File: src/rtl/shift_reg_universal.sv
// shift_reg_universal: parametrised universal shift register.
//
// Per-cycle mode select (hold / shift right / shift left / parallel load) with
// serial in/out at both ends. A saturating shift counter reports how many
// shifts have happened since the last load or reset, and done pulses for one
// cycle on the WIDTH-th shift so a PISO user knows the word has left.
//
// Optional feature macro: ROTATE_EN. When defined, the rot port exists and
// rot=1 makes shifts wrap around instead of taking sin_msb/sin_lsb.
//
// Ports:
//   clk       in   1      rising-edge clock
//   reset_n   in   1      asynchronous active-low reset
//   mode      in   2      00 hold, 01 shift right, 10 shift left, 11 load
//   d         in   WIDTH  parallel load data
//   sin_msb   in   1      serial input entering at MSB on shift right
//   sin_lsb   in   1      serial input entering at LSB on shift left
//   rot       in   1      (ROTATE_EN only) 1 = shifts wrap
//   q         out  WIDTH  register contents
//   sout_lsb  out  1      q[0], bit leaving on shift right
//   sout_msb  out  1      q[WIDTH-1], bit leaving on shift left
//   bit_cnt   out  CNT_W  shifts since last load/reset, saturating at WIDTH
//   done      out  1      one-cycle pulse on the WIDTH-th shift
module shift_reg_universal #(
   parameter int unsigned      WIDTH     = 4,
   parameter logic [WIDTH-1:0] RESET_VAL = '0,
   // Derived; do not override.
   parameter int unsigned      CNT_W     = $clog2(WIDTH + 1)
) (
   input  logic             clk,
   input  logic             reset_n,
   input  logic [1:0]       mode,
   input  logic [WIDTH-1:0] d,
   input  logic             sin_msb,
   input  logic             sin_lsb,
`ifdef ROTATE_EN
   input  logic             rot,
`endif
   output logic [WIDTH-1:0] q,
   output logic             sout_lsb,
   output logic             sout_msb,
   output logic [CNT_W-1:0] bit_cnt,
   output logic             done
);

   localparam logic [1:0] MODE_HOLD = 2'b00;
   localparam logic [1:0] MODE_SHR  = 2'b01;
   localparam logic [1:0] MODE_SHL  = 2'b10;
   localparam logic [1:0] MODE_LOAD = 2'b11;

   localparam logic [CNT_W-1:0] CNT_MAX = CNT_W'(WIDTH);

   logic [WIDTH-1:0] q_q, q_d;
   logic [CNT_W-1:0] cnt_q, cnt_d;
   logic             done_q, done_d;
   logic             fill_msb, fill_lsb;
   logic             shift_en;

   // Bits entering the register on a shift: serial inputs or the wrapped end.
   always_comb begin
`ifdef ROTATE_EN
      fill_msb = rot ? q_q[0]       : sin_msb;
      fill_lsb = rot ? q_q[WIDTH-1] : sin_lsb;
`else
      fill_msb = sin_msb;
      fill_lsb = sin_lsb;
`endif
   end

   always_comb begin
      q_d      = q_q;
      cnt_d    = cnt_q;
      done_d   = 1'b0;
      shift_en = 1'b0;
      case (mode)
         MODE_HOLD: ;
         MODE_SHR: begin
            q_d      = {fill_msb, q_q[WIDTH-1:1]};
            shift_en = 1'b1;
         end
         MODE_SHL: begin
            q_d      = {q_q[WIDTH-2:0], fill_lsb};
            shift_en = 1'b1;
         end
         MODE_LOAD: begin
            q_d   = d;
            cnt_d = '0;
         end
         default: ;
      endcase
      // Counter stops at WIDTH, so done fires only on the transition into it.
      if (shift_en && (cnt_q != CNT_MAX)) begin
         cnt_d  = cnt_q + CNT_W'(1);
         done_d = (cnt_q == CNT_MAX - CNT_W'(1));
      end
   end

   always_ff @(posedge clk or negedge reset_n) begin
      if (!reset_n) begin
         q_q    <= RESET_VAL;
         cnt_q  <= '0;
         done_q <= 1'b0;
      end else begin
         q_q    <= q_d;
         cnt_q  <= cnt_d;
         done_q <= done_d;
      end
   end

   assign q        = q_q;
   assign sout_lsb = q_q[0];
   assign sout_msb = q_q[WIDTH-1];
   assign bit_cnt  = cnt_q;
   assign done     = done_q;

endmodule

File: config.mk
export PLATFORM = sky130hd
export DESIGN_NAME = shift_reg_universal
export DESIGN_NICKNAME = d
export VERILOG_FILES = /design/src/rtl/shift_reg_universal.sv
export SDC_FILE = /design/constraint.sdc
export NUM_CORES = 1
export LEC_CHECK = 0
export ABC_AREA = 1
export CORE_MARGIN = 2
export CORE_UTILIZATION = 25
export CTS_BUF_LIST = sky130_fd_sc_hd__clkbuf_4 sky130_fd_sc_hd__clkbuf_8
export DETAILED_ROUTE_END_ITERATION = 12
export PLACE_DENSITY_LB_ADDON = 0.15
export SLEW_MARGIN = 25
export SYNTH_ARGS = -nofsm -noshare
export SYNTH_HDL_FRONTEND = slang
export SYNTH_SLANG_ARGS = --single-unit
File: constraint.sdc
create_clock -name clk -period 2.49 [get_ports clk]
set_input_delay 0.3735 -clock clk [delete_from_list [all_inputs] [get_ports clk]]
set_output_delay 0.3735 -clock clk [all_outputs]
set_load 0.01 [all_outputs]
==> results of run 1 <==
==> routing by layer <==
| metal | routed length (µm) | share of wire [%] |
|---|---|---|
| met1 | 499 | 46 |
| met2 | 517 | 47 |
| met3 | 61 | 5.6 |
| met4 | 13 | 1.2 |
| met5 | 0 | 0 |
==> synth_stat cells <==
master,n
sky130_fd_sc_hd__nand2_1,45
sky130_fd_sc_hd__and2_1,1
sky130_fd_sc_hd__nor2_2,1
sky130_fd_sc_hd__buf_4,2
sky130_fd_sc_hd__nor2_4,1
sky130_fd_sc_hd__a21oi_2,1
sky130_fd_sc_hd__dfrtp_1,8
sky130_fd_sc_hd__inv_1,7
sky130_fd_sc_hd__clkinv_2,1
sky130_fd_sc_hd__inv_2,1
sky130_fd_sc_hd__ha_1,7
==> sequential cells by signal (all words and copies together) (netlist names) <==
signal   cells
bit_cnt      3
done         1
q            4
==> logic make-up after synthesis <==
family / Yosys count / synth area share, %
AND/OR/NAND/NOR: 48 / 35.7
buffers and inverters: 11 / 9.28
adder cells (fa/ha/maj): 7 / 16.2
flip-flops: 8 / 37.1
AO/OA/AOI/OAI: 1 / 1.62
==> power groups by stage <==
stage	clock network (W)	logic [W]	registers, W
finish	0.0000945	0.000229	0.000200
global route	0.000111	0.000261	0.000208
CTS	0.000101	0.000235	0.000201
detailed placement	0	0.000232	0.000202
global placement	0	0.000231	0.000202
floorplan	0	0.000108	0.000213
==> stage by stage <==
stage / hold slack [ns] / power (W) / util, %
floorplan: 0.0779 / 0.000321 / -
global placement: 0.512 / 0.000433 / 37.4
detailed placement: 0.526 / 0.000434 / 37.4
CTS: 0.419 / 0.000536 / 38.5
global route: 0.421 / 0.000580 / 38.5
finish: 0.413 / 0.000524 / 38.5
==> path summary, 6_finish.rpt <==
kind,startpoint,to,cells past startpoint
max,q[2]$_DFFE_PN0P_,q[2],1
min,reset_n,bit_cnt[2]$_DFFE_PN0P_,1
max reg2reg,bit_cnt[0]$_DFFE_PN0P_,bit_cnt[0]$_DFFE_PN0P_,6
min reg2reg,q[3]$_DFFE_PN0P_,q[3]$_DFFE_PN0P_,2
max in group asynchronous,reset_n,q[3]$_DFFE_PN0P_,1
min in group clk,q[3]$_DFFE_PN0P_,q[3]$_DFFE_PN0P_,2
==> cell type report <==
cell class | instances | share of cell area [%]
multi-input cells | 56 | 37.5
flip-flops and latches | 8 | 26.0
repair buffers | 19 | 24.7
inverters | 9 | 4.55
well taps | 27 | 4.38
clock buffers | 3 | 2.92
==> run summary, run 1 <==
The run finished with clean final reports. For met2 alone, demand over resource in global routing was 14.7%. The category of cells accounting for the largest share of critical-path delay is buffers and inverters. In this run the static leakage power is 0.420 nW.

Data arrives at the worst endpoint at 1.20 ns. The area of the core region was 0.00200 mm². The global routing stage identified its most utilized layer as met2. In this run, post-CTS repair resized a total of 0 instances. The number of cells after detailed placement was 119; the cell internal power dissipation was 0.000343 W. The tools report the number of standard cells in the layout, taps in and fillers out as 122. The tree is rooted in a sky130_fd_sc_hd__clkbuf_4.

The combined area of the multi-input logic cells is 289 µm². The worst register-to-register path has a setup slack of 1.30 ns. The share of total power dissipated in sequential elements is 38.2%. The number of search-and-repair iterations in the first detailed-routing pass came out at 1. For this run, design rule violations remaining after detail routing come to 0. The floorplan has 16 rows.

Dividing the final minimum period by the clock period gives 63.3%. Once the floorplan was initialized, standard cells occupied 26.9% of the core. Yosys printed 0 warnings. The run gives 200 µm² as the flip-flop and latch area. The largest net degree at the start of global routing was 9. The net load switching power was 0.000181 W; the slew at the pin closest to its max-slew limit was 0.383 ns.

Final wirelength: 1090 µm. For the max-slew violation total from the final report, the log shows 0. The worst setup slack before clock tree synthesis came out at 0.693 ns. The repair_antennas step left the layout with diodes totalling 0.

The net switching fraction of the power is 34.6%. Met1 track utilization from global routing: 13.0%. The final critical path time including I/O delays and setup came out at 1.58 ns.

The synthesis-to-layout area growth is 42.9%. By startpoint and endpoint, the worst setup path is classified as reg -> out. The congestion estimate from routability-driven global placement came to 0.774. The tools report the number of vias after detailed routing as 489.

Biggest cell delay along the critical path: 0.56 ns. Traced cell by cell, the critical path runs through clkdlybuf4s50_1. The vertical die dimension is 50.4 µm. In the layout the commonest cells are sky130_fd_sc_hd__nand2_1, sky130_fd_sc_hd__clkdlybuf4s50_1, sky130_fd_sc_hd__dfrtp_1, sky130_fd_sc_hd__inv_1, sky130_fd_sc_hd__ha_1. The slowest cell on the critical path is sky130_fd_sc_hd__clkdlybuf4s50_1. sky130_fd_sc_hd__dfrtp_1 takes more of the synthesized area than any other cell. After synthesis the cells add up to 539 µm². In the post-synthesis netlist, the biggest area contributors are sky130_fd_sc_hd__dfrtp_1, sky130_fd_sc_hd__nand2_1, sky130_fd_sc_hd__ha_1. Pin placement for this block handled 20 I/O pins. The number of antenna violations at the first check in global routing is 0. The net count of the finished layout is 114.

The logs give 92 for the number of nets in the synthesized netlist and 0.00222 ns for the final worst clock skew. The logs give 0 for the count of final hold-check violations and 9.99% for the overall global routing resource usage. The logs give 748 µm² for the post-detailed-placement cell area and 11 for the number of distinct library cells after synthesis.

TritonCTS built the clock tree. Using the TritonRoute via totals, the vias-per-cell ratio works out to 4.01. For the clock sink total, the log shows 8. Clock-pin slew was measured on the worst setup and hold paths at 0.05 ns. The average wire length per cell after detail routing is 8.95 µm, and the number of post-CTS setup repair buffers is 0.

In the synthesized netlist, the number of instances is 75. The clock insertion delay at the later pin of the skew report was 0.25 ns; the quantity of I/O buffers inserted on ports was 19. The highest net fanout along the worst path was 4. Setup repair after global routing left no endpoint under its margin.

The CTS H-tree depth came out at 1. After synthesis the netlist holds a flip-flop and latch count of 8. Adding up every negative setup slack in the final design gives 0 ns. The detail route stage leaves a number of antenna-violating nets equal to 0.

The clock passes through at most 2 buffers. The share of post-route cells with drive strength above 1 was 8.42%. The TritonCTS buffer count is 3.

The clock network accounts for 18.0% of the total power. The total of fill cells in the finished design came out at 218. The most common cell after layout, fill and taps aside was sky130_fd_sc_hd__nand2_1.

Setup slack closes at 0.914 ns. The logs give 0 for the number of DRC violations after detailed-routing iteration 0 and 876 µm for the detailed placer's ending HPWL. The type of the tightest min-delay check was in -> async. The worst setup path is captured at an output pin. VDD sags by at most 335 µV. The first global-routing pass estimated 1940 µm of wire.

The share of the synthesized area in the top cell type was 37.1%; the area of the die was 0.00254 mm². The worst pin sits at a relative slew slack of 74.4%. STA puts the critical path data required time at 2.12 ns.

For this run the aggregate overflow at the end of global routing stands at 0. Buffer and inverter count on the worst path: 1. The worst setup path is launched from a register. For this run, global-route usage on met3 was measured as 2.08%. In this run, post-CTS hold repair placed 0 buffers.

Combinational cells account for 43.7% of the total power. Across the run, the number of max-cap violations was 0. For the maximum operating frequency, the log shows 0.635 GHz.

For this run, the register share of the synthesized area comes to 37.1%. The run gives 0 as the number of failing setup endpoints in the final timing report. The tools report the number of global-route vias before repair as 463. From left edge to right edge, the die measures 50.4 µm.

The power density over the cells came out at 680 mW/mm². The post-synthesis average cell area was 7.19 µm²; the post-layout instance area was 771 µm².
(Power assumes the default switching activity.)
==> inputs of run 2 (changes only) <==
==> constraint.sdc (replaced) <==
create_clock -name clk -period 1.4 [get_ports clk]
set_input_delay 0.21 -clock clk [delete_from_list [all_inputs] [get_ports clk]]
set_output_delay 0.21 -clock clk [all_outputs]
set_load 0.01 [all_outputs]
==> run 2 against run 1 <==
Via count is 2.0% lower; routed wire length is 2.3% lower; total power is 74% higher; largest power group unchanged; cell count is 0.82% higher.
==> run summary, run 2 (synthesized netlist as in run 1, its figures left out) <==
The flow ran to the end, and the final reports show no timing, DRC or antenna violations. The max-slew violation total from the final report is 0. For this run, the post-layout net count is 115. The area growth from synthesis to layout is 45.5%.

Leaving out fill and tap cells, the most frequent cell in the layout is sky130_fd_sc_hd__nand2_1. The logs give 3 for the TritonCTS buffer count and -0.251 ns for the worst setup slack before clock tree synthesis. Summed over all nets, the half-perimeter wirelength after detailed placement is 857 µm.

The required arrival time at the worst endpoint is 1.54 ns, and the overall global routing resource usage is 9.20%. The CTS H-tree depth was 1; the clock-pin slew on the worst setup and hold paths was 0.05 ns. 20 I/O pins were placed. For the pin with the worst max-slew slack, the measured transition is 0.376 ns. The nature of the critical path startpoint was an input pin. Cells with a size suffix above 1 make up 10.4% of the layout. The first global-routing pass estimated 1770 µm of wire.

TritonCTS built the clock tree. The routability congestion estimate from global placement came out at 0.766. Across the run, the number of max-cap violations was 0.

The number of nets with antenna violations after detailed routing was 0; the data arrival time at the worst-slack endpoint was 1.48 ns. The number of vias after detailed routing was 479. The average wire length per cell after detail routing is 8.67 µm. The area of the die came out at 0.00254 mm².

The worst setup path is captured at a register. The largest net degree at the start of global routing was 9; the area of the core region was 0.00200 mm². The clock arrives with 0.00357 ns of skew. The repair_antennas step left the layout with diodes totalling 0.

The width of the die came out at 50.4 µm. The number of DRC violations after detailed-routing iteration 0 is 1. After floorplanning, the core was divided into 16 placement rows.

The design draws 0.000912 W. Based on the critical path, the design can be clocked at up to 0.745 GHz. The part of the cycle the worst path needs came out at 95.9%. The worst setup path is of the in -> reg kind.

The count of final hold-check violations is 0. Counting cells, the worst reg-to-reg path comes to 6. The number of global-route vias before repair was 433; the number of hold-repair buffers added at the cts stage was 0.

Across the VDD grid, the largest voltage drop is 699 µV. The worst hold path belongs to the class in -> async. The clock passes through at most 2 buffers. For the final wirelength, the log shows 1070 µm. The clock period could shrink to 1.34 ns. The number of search-and-repair iterations in the first detailed-routing pass is 4, and the highest net fanout along the worst path is 5.

The power density over the cells was 1160 mW/mm². Using the TritonRoute via totals, the vias-per-cell ratio works out to 3.89. For this run, design rule violations remaining after detail routing come to 0. The register with the most flip-flops in the layout has 4 of them.

Vertical die dimension: 50.4 µm. The clock reaches the later pin of the worst-skew pair after 0.25 ns. The number of failing setup endpoints in the final timing report came out at 0. In the layout the commonest cells are sky130_fd_sc_hd__nand2_1, sky130_fd_sc_hd__clkdlybuf4s50_1, sky130_fd_sc_hd__dfrtp_1, sky130_fd_sc_hd__inv_1, sky130_fd_sc_hd__dlygate4sd2_1. For the leakage power summed over all cells, the log shows 0.473 nW.

Quantity of I/O buffers inserted on ports: 19. The filler cells instantiated in the layout total 220. The worst max-slew margin expressed relative to the limit came out at 74.9%. The tools report the cell at the root of the clock tree as sky130_fd_sc_hd__clkbuf_4.

The logs give 26.9% for the initial core utilization and 8 for the clock sink total. For this run the aggregate overflow at the end of global routing stands at 0. The number of antenna violations at the first check in global routing was 0. The post-route worst setup slack was 0.0579 ns.
run 2: cell types whose count changed in the layout (fill, tap and decap cells not counted):
cell and change:
sky130_fd_sc_hd__a21oi_2 -1, sky130_fd_sc_hd__clkdlybuf4s50_1 -9, sky130_fd_sc_hd__ha_2 +1, sky130_fd_sc_hd__buf_4 +1, sky130_fd_sc_hd__ha_1 -1, sky130_fd_sc_hd__a21oi_4 +1
sky130_fd_sc_hd__dlygate4sd2_1 +7, sky130_fd_sc_hd__dlymetal6s2s_1 +2
run 2: layout make-up:
cell class                      count  area, µm²  area share [%]
Timing Repair Buffer               20        194            24.7
Inverter                            9       35.0            4.47
Tap cell                           27       33.8            4.31
Clock buffer                        3       22.5            2.87
Multi-Input combinational cell     56        299            38.1
Sequential cell                     8        200            25.5
run 2: power breakdown:
group          leakage [nW]  internal, W  switching, W  total (W)
Combinational         0.356     0.000187      0.000195   0.000382
Clock                0.0138    0.0000979     0.0000752   0.000173
Sequential            0.104     0.000293     0.0000639   0.000357
Total                 0.473     0.000578      0.000334   0.000912
run 2: what timing repair did:
| action | CTS | global route |
|---|---|---|
| gates resized for setup | 7 | 4 |
| buffers inserted | 0 | 0 |
| setup endpoints to repair | 7 | 9 |
run 2: metrics by stage:
stage	cells	area, µm²	TNS [ns]	hold WS [ns]	utilization (%)
final	123	785	0	0.241	39.2
after floorplan	75	539	0	-0.0856	-
after global routing	123	785	-0.00125	0.265	39.2
after global placement	120	756	-1.62	0.511	37.8
after CTS	123	769	0	0.252	38.4
after detailed placement	120	756	-1.75	0.523	37.8
run 2: critical path, cell delays in order:
cell,delay [ns]
sky130_fd_sc_hd__clkdlybuf4s50_1,0.54
sky130_fd_sc_hd__inv_1,0.06
sky130_fd_sc_hd__ha_1,0.28
sky130_fd_sc_hd__inv_1,0.06
sky130_fd_sc_hd__a21oi_4,0.16
sky130_fd_sc_hd__nor2_2,0.07
sky130_fd_sc_hd__nand2_1,0.06
sky130_fd_sc_hd__nand2_1,0.04
run 2: per-layer routing:
layer	vias to the layer above	part of all wire (%)	global-route usage, %
met4	0	2.2	5.41
met3	2	6.8	2.68
met1	196	49	11.8
met2	19	42	13.6
met5	-	0	0
li1	262	-	-
run 2: final timing paths:
kind,start,end,slack [ns]
max,mode[1],bit_cnt[0]$_DFFE_PN0P_,0.06
min,reset_n,bit_cnt[1]$_DFFE_PN0P_,0.24
max reg2reg,bit_cnt[0]$_DFFE_PN0P_,bit_cnt[0]$_DFFE_PN0P_,0.26
min reg2reg,q[3]$_DFFE_PN0P_,q[3]$_DFFE_PN0P_,0.52
max in group asynchronous,reset_n,q[1]$_DFFE_PN0P_,0.89
min in group clk,q[3]$_DFFE_PN0P_,q[3]$_DFFE_PN0P_,0.52
==> inputs of run 3 (changes only) <==
--- a/config.mk
+++ b/config.mk
@@ -6,7 +6,7 @@
 export NUM_CORES = 1
 export LEC_CHECK = 0
 export ABC_AREA = 1
-export CORE_MARGIN = 2
+export CORE_ASPECT_RATIO = 1.5
 export CORE_UTILIZATION = 25
 export CTS_BUF_LIST = sky130_fd_sc_hd__clkbuf_4 sky130_fd_sc_hd__clkbuf_8
 export DETAILED_ROUTE_END_ITERATION = 12
==> run 3 against run 2 <==
Maximum frequency increased by 2.7%; worst setup slack better by 0.036 ns; global-route usage is 2.7 points higher; total power increased by 0.30%; first-iteration DRC count rose to 5.0 times the previous value; critical path type is now reg -> out; critical endpoint is now done.
==> run summary, run 3 (synthesized netlist as in run 1, its figures left out) <==
Setup slack on the critical path of the routed design comes to 0.0936 ns. Clock-pin slew was measured on the worst setup and hold paths at 0.05 ns. The filler cells instantiated in the layout total 232. 0 antenna diodes ended up in the layout. The required arrival time at the worst endpoint came out at 1.19 ns. The buffer and inverter count on the worst path is 1. The nature of the critical path startpoint is a register. The library cells used most frequently in the layout, excluding fill and tap cells, are sky130_fd_sc_hd__nand2_1, sky130_fd_sc_hd__dfrtp_1, sky130_fd_sc_hd__clkdlybuf4s50_1, sky130_fd_sc_hd__dlygate4sd2_1, sky130_fd_sc_hd__inv_1. Counting the buffers created by CTS gives 3. Before CTS, the worst setup slack after placement is -0.267 ns. Measured along the y axis, the die boundary spans 58.9 µm. The max-slew violation total from the final report is 0, and the width of the die is 39.9 µm. At the end of the flow, the number of nets in the layout was 115. The synthesis-to-layout area growth came out at 44.5%.

The critical path is of the reg -> out type. Setup repair after global routing left no endpoint under its margin. Global routing consumed, over all layers together, 11.9% of the routing resources. In this run the core area contains 20 standard-cell rows.

The area of the core region was 0.00203 mm²; the detailed placer's ending HPWL was 943 µm. The CTS H-tree depth is 1. Summed over all failing endpoints, the final setup total negative slack is 0 ns.

Walking the worst path, the cells encountered are clkdlybuf4s50_1. Dividing total power by cell area gives a power density of 1170 mW/mm². For this design the static power due to leakage is 0.481 nW.

The worst max-slew margin expressed relative to the limit was 75.3%; the biggest cell delay along the critical path was 0.52 ns. Hold repair after CTS inserted 0 buffers. The data arrival time at the worst-slack endpoint came out at 1.10 ns. The slowest stage of the critical path belongs to the cell sky130_fd_sc_hd__clkdlybuf4s50_1. TritonCTS built the clock tree. The ratio of routed vias to standard cells came out at 4.25.

Registers take 200 µm². The tree built by TritonCTS fans out to 8 sinks. The type of the tightest min-delay check was in -> async. The cell at the root of the clock tree is sky130_fd_sc_hd__clkbuf_4.

The number of logic stages on the critical path including buffering is 1, and the residual DRC count is 0. The cell depth of the worst flop-to-flop path came out at 6. For the wire length of the first global-routing pass, the log shows 1840 µm. The post-layout instance area is 779 µm². The die covers 0.00235 mm². Once the floorplan was initialized, standard cells occupied 26.6% of the core. The run gives 608 µV as the peak supply drop. Entering global routing, the biggest net connects 9 pins. The number of post-CTS setup repair buffers came out at 0. Across the run, the number of max-cap violations was 0. During placement, the flow inserted port buffers numbering 19. The longest clock path from root to sink contains 2 buffers. The count of final hold-check violations came out at 0.

Timing would allow up to 0.765 GHz. The run gives 481 as the number of global-route vias before repair. The number of antenna violations at the first check in global routing was 0; the final critical path time including I/O delays and setup was 1.31 ns. The run gives 2 as the number of search-and-repair iterations in the first detailed-routing pass. In this run the remaining antenna-violating nets after routing total 0.

In the final layout, the share of cells above drive strength 1 is 10.4%. The average wire length per cell after detail routing was 9.96 µm; the routability congestion estimate from global placement was 0.653. The flip-flop count of the largest register, all copies and words added was 4.

The total overflow left after global routing is 0. Most common cell after layout, fill and taps aside: sky130_fd_sc_hd__nand2_1. The number of DRC violations after detailed-routing iteration 0 is 5.

STA classifies the critical path endpoint as an output pin. The number of vias after detailed routing is 501. The highest net fanout along the worst path was 1. The clock arrives with 0.00499 ns of skew. The routed design has 1180 µm of wire. Category of cells accounting for the largest share of critical-path delay: buffers and inverters.

The run finished with clean final reports. The slew at the pin closest to its max-slew limit is 0.370 ns, and the number of failing setup endpoints in the final timing report is 0. In this run the cell area measured after placement is 749 µm².

For the worst-skew pair, the clock arrives at the later sink with an insertion delay of 0.25 ns. After layout, the worst path uses 93.3% of the clock period. The tools report the top-level I/O count as 20.

The combined area of the multi-input logic cells came out at 299 µm².
-- run 3: changes by cell type in the layout (fill, tap and decap cells not counted), sizes merged --
cell	delta
clkdlybuf4s50	-2
dlygate4sd2	+1
dlymetal6s2s	+1
-- run 3: timing repair --
| action | CTS | global route |
|---|---|---|
| pin swaps | 0 | 0 |
| resized for setup | 8 | 5 |
| endpoints found under the setup margin | 9 | 8 |
| endpoints found under the hold margin | 0 | 0 |
-- run 3: routing by layer --
metal	vias to the layer above	global-route usage [%]	wire length, µm
li1	263	-	-
met1	217	11.9	449
met2	17	19.6	608
met3	4	1.13	74
met4	0	11.8	42
met5	-	0	0
-- run 3: cell type report --
cell class	instances	share of cell area (%)
Multi-Input combinational cell	56	38.4
Sequential cell	8	25.7
Tap cell	22	3.53
Timing Repair Buffer	20	25.0
Inverter	9	4.49
Clock buffer	3	2.89
-- run 3: final timing paths --
| kind | start | end | slack, ns |
|---|---|---|---|
| hold / removal | reset_n | q[1]$_DFFE_PN0P_ | 0.24 |
| max in group asynchronous | reset_n | q[3]$_DFFE_PN0P_ | 0.89 |
| setup / recovery | done$_DFF_PN0_ | done | 0.09 |
| min in group clk | bit_cnt[1]$_DFFE_PN0P_ | bit_cnt[1]$_DFFE_PN0P_ | 0.52 |
| hold reg to reg | bit_cnt[1]$_DFFE_PN0P_ | bit_cnt[1]$_DFFE_PN0P_ | 0.52 |
| setup reg to reg | bit_cnt[0]$_DFFE_PN0P_ | bit_cnt[0]$_DFFE_PN0P_ | 0.25 |
-- run 3: worst register-to-register path: stages, from the launching register on --
cell,delay [ns]
sky130_fd_sc_hd__dfrtp_1,0.38
sky130_fd_sc_hd__inv_1,0.07
sky130_fd_sc_hd__ha_1,0.23
sky130_fd_sc_hd__a21oi_4,0.19
sky130_fd_sc_hd__nor2_2,0.08
sky130_fd_sc_hd__nand2_1,0.06
sky130_fd_sc_hd__nand2_1,0.05
-- run 3: stage by stage --
stage | total power [W] | instances | util [%] | hold slack, ns
global placement | 0.000772 | 115 | 37.0 | 0.507
finish | 0.000915 | 118 | 38.5 | 0.238
global route | 0.00100 | 118 | 38.5 | 0.273
CTS | 0.000918 | 118 | 37.6 | 0.249
floorplan | 0.000572 | 75 | - | -0.0856
detailed placement | 0.000779 | 115 | 37.0 | 0.516
-- run 3: where the power goes --
group	leakage (nW)	switching, W	internal [W]
Combinational	0.364	0.000199	0.000184
Sequential	0.104	0.0000645	0.000293
Clock	0.0138	0.0000755	0.0000979
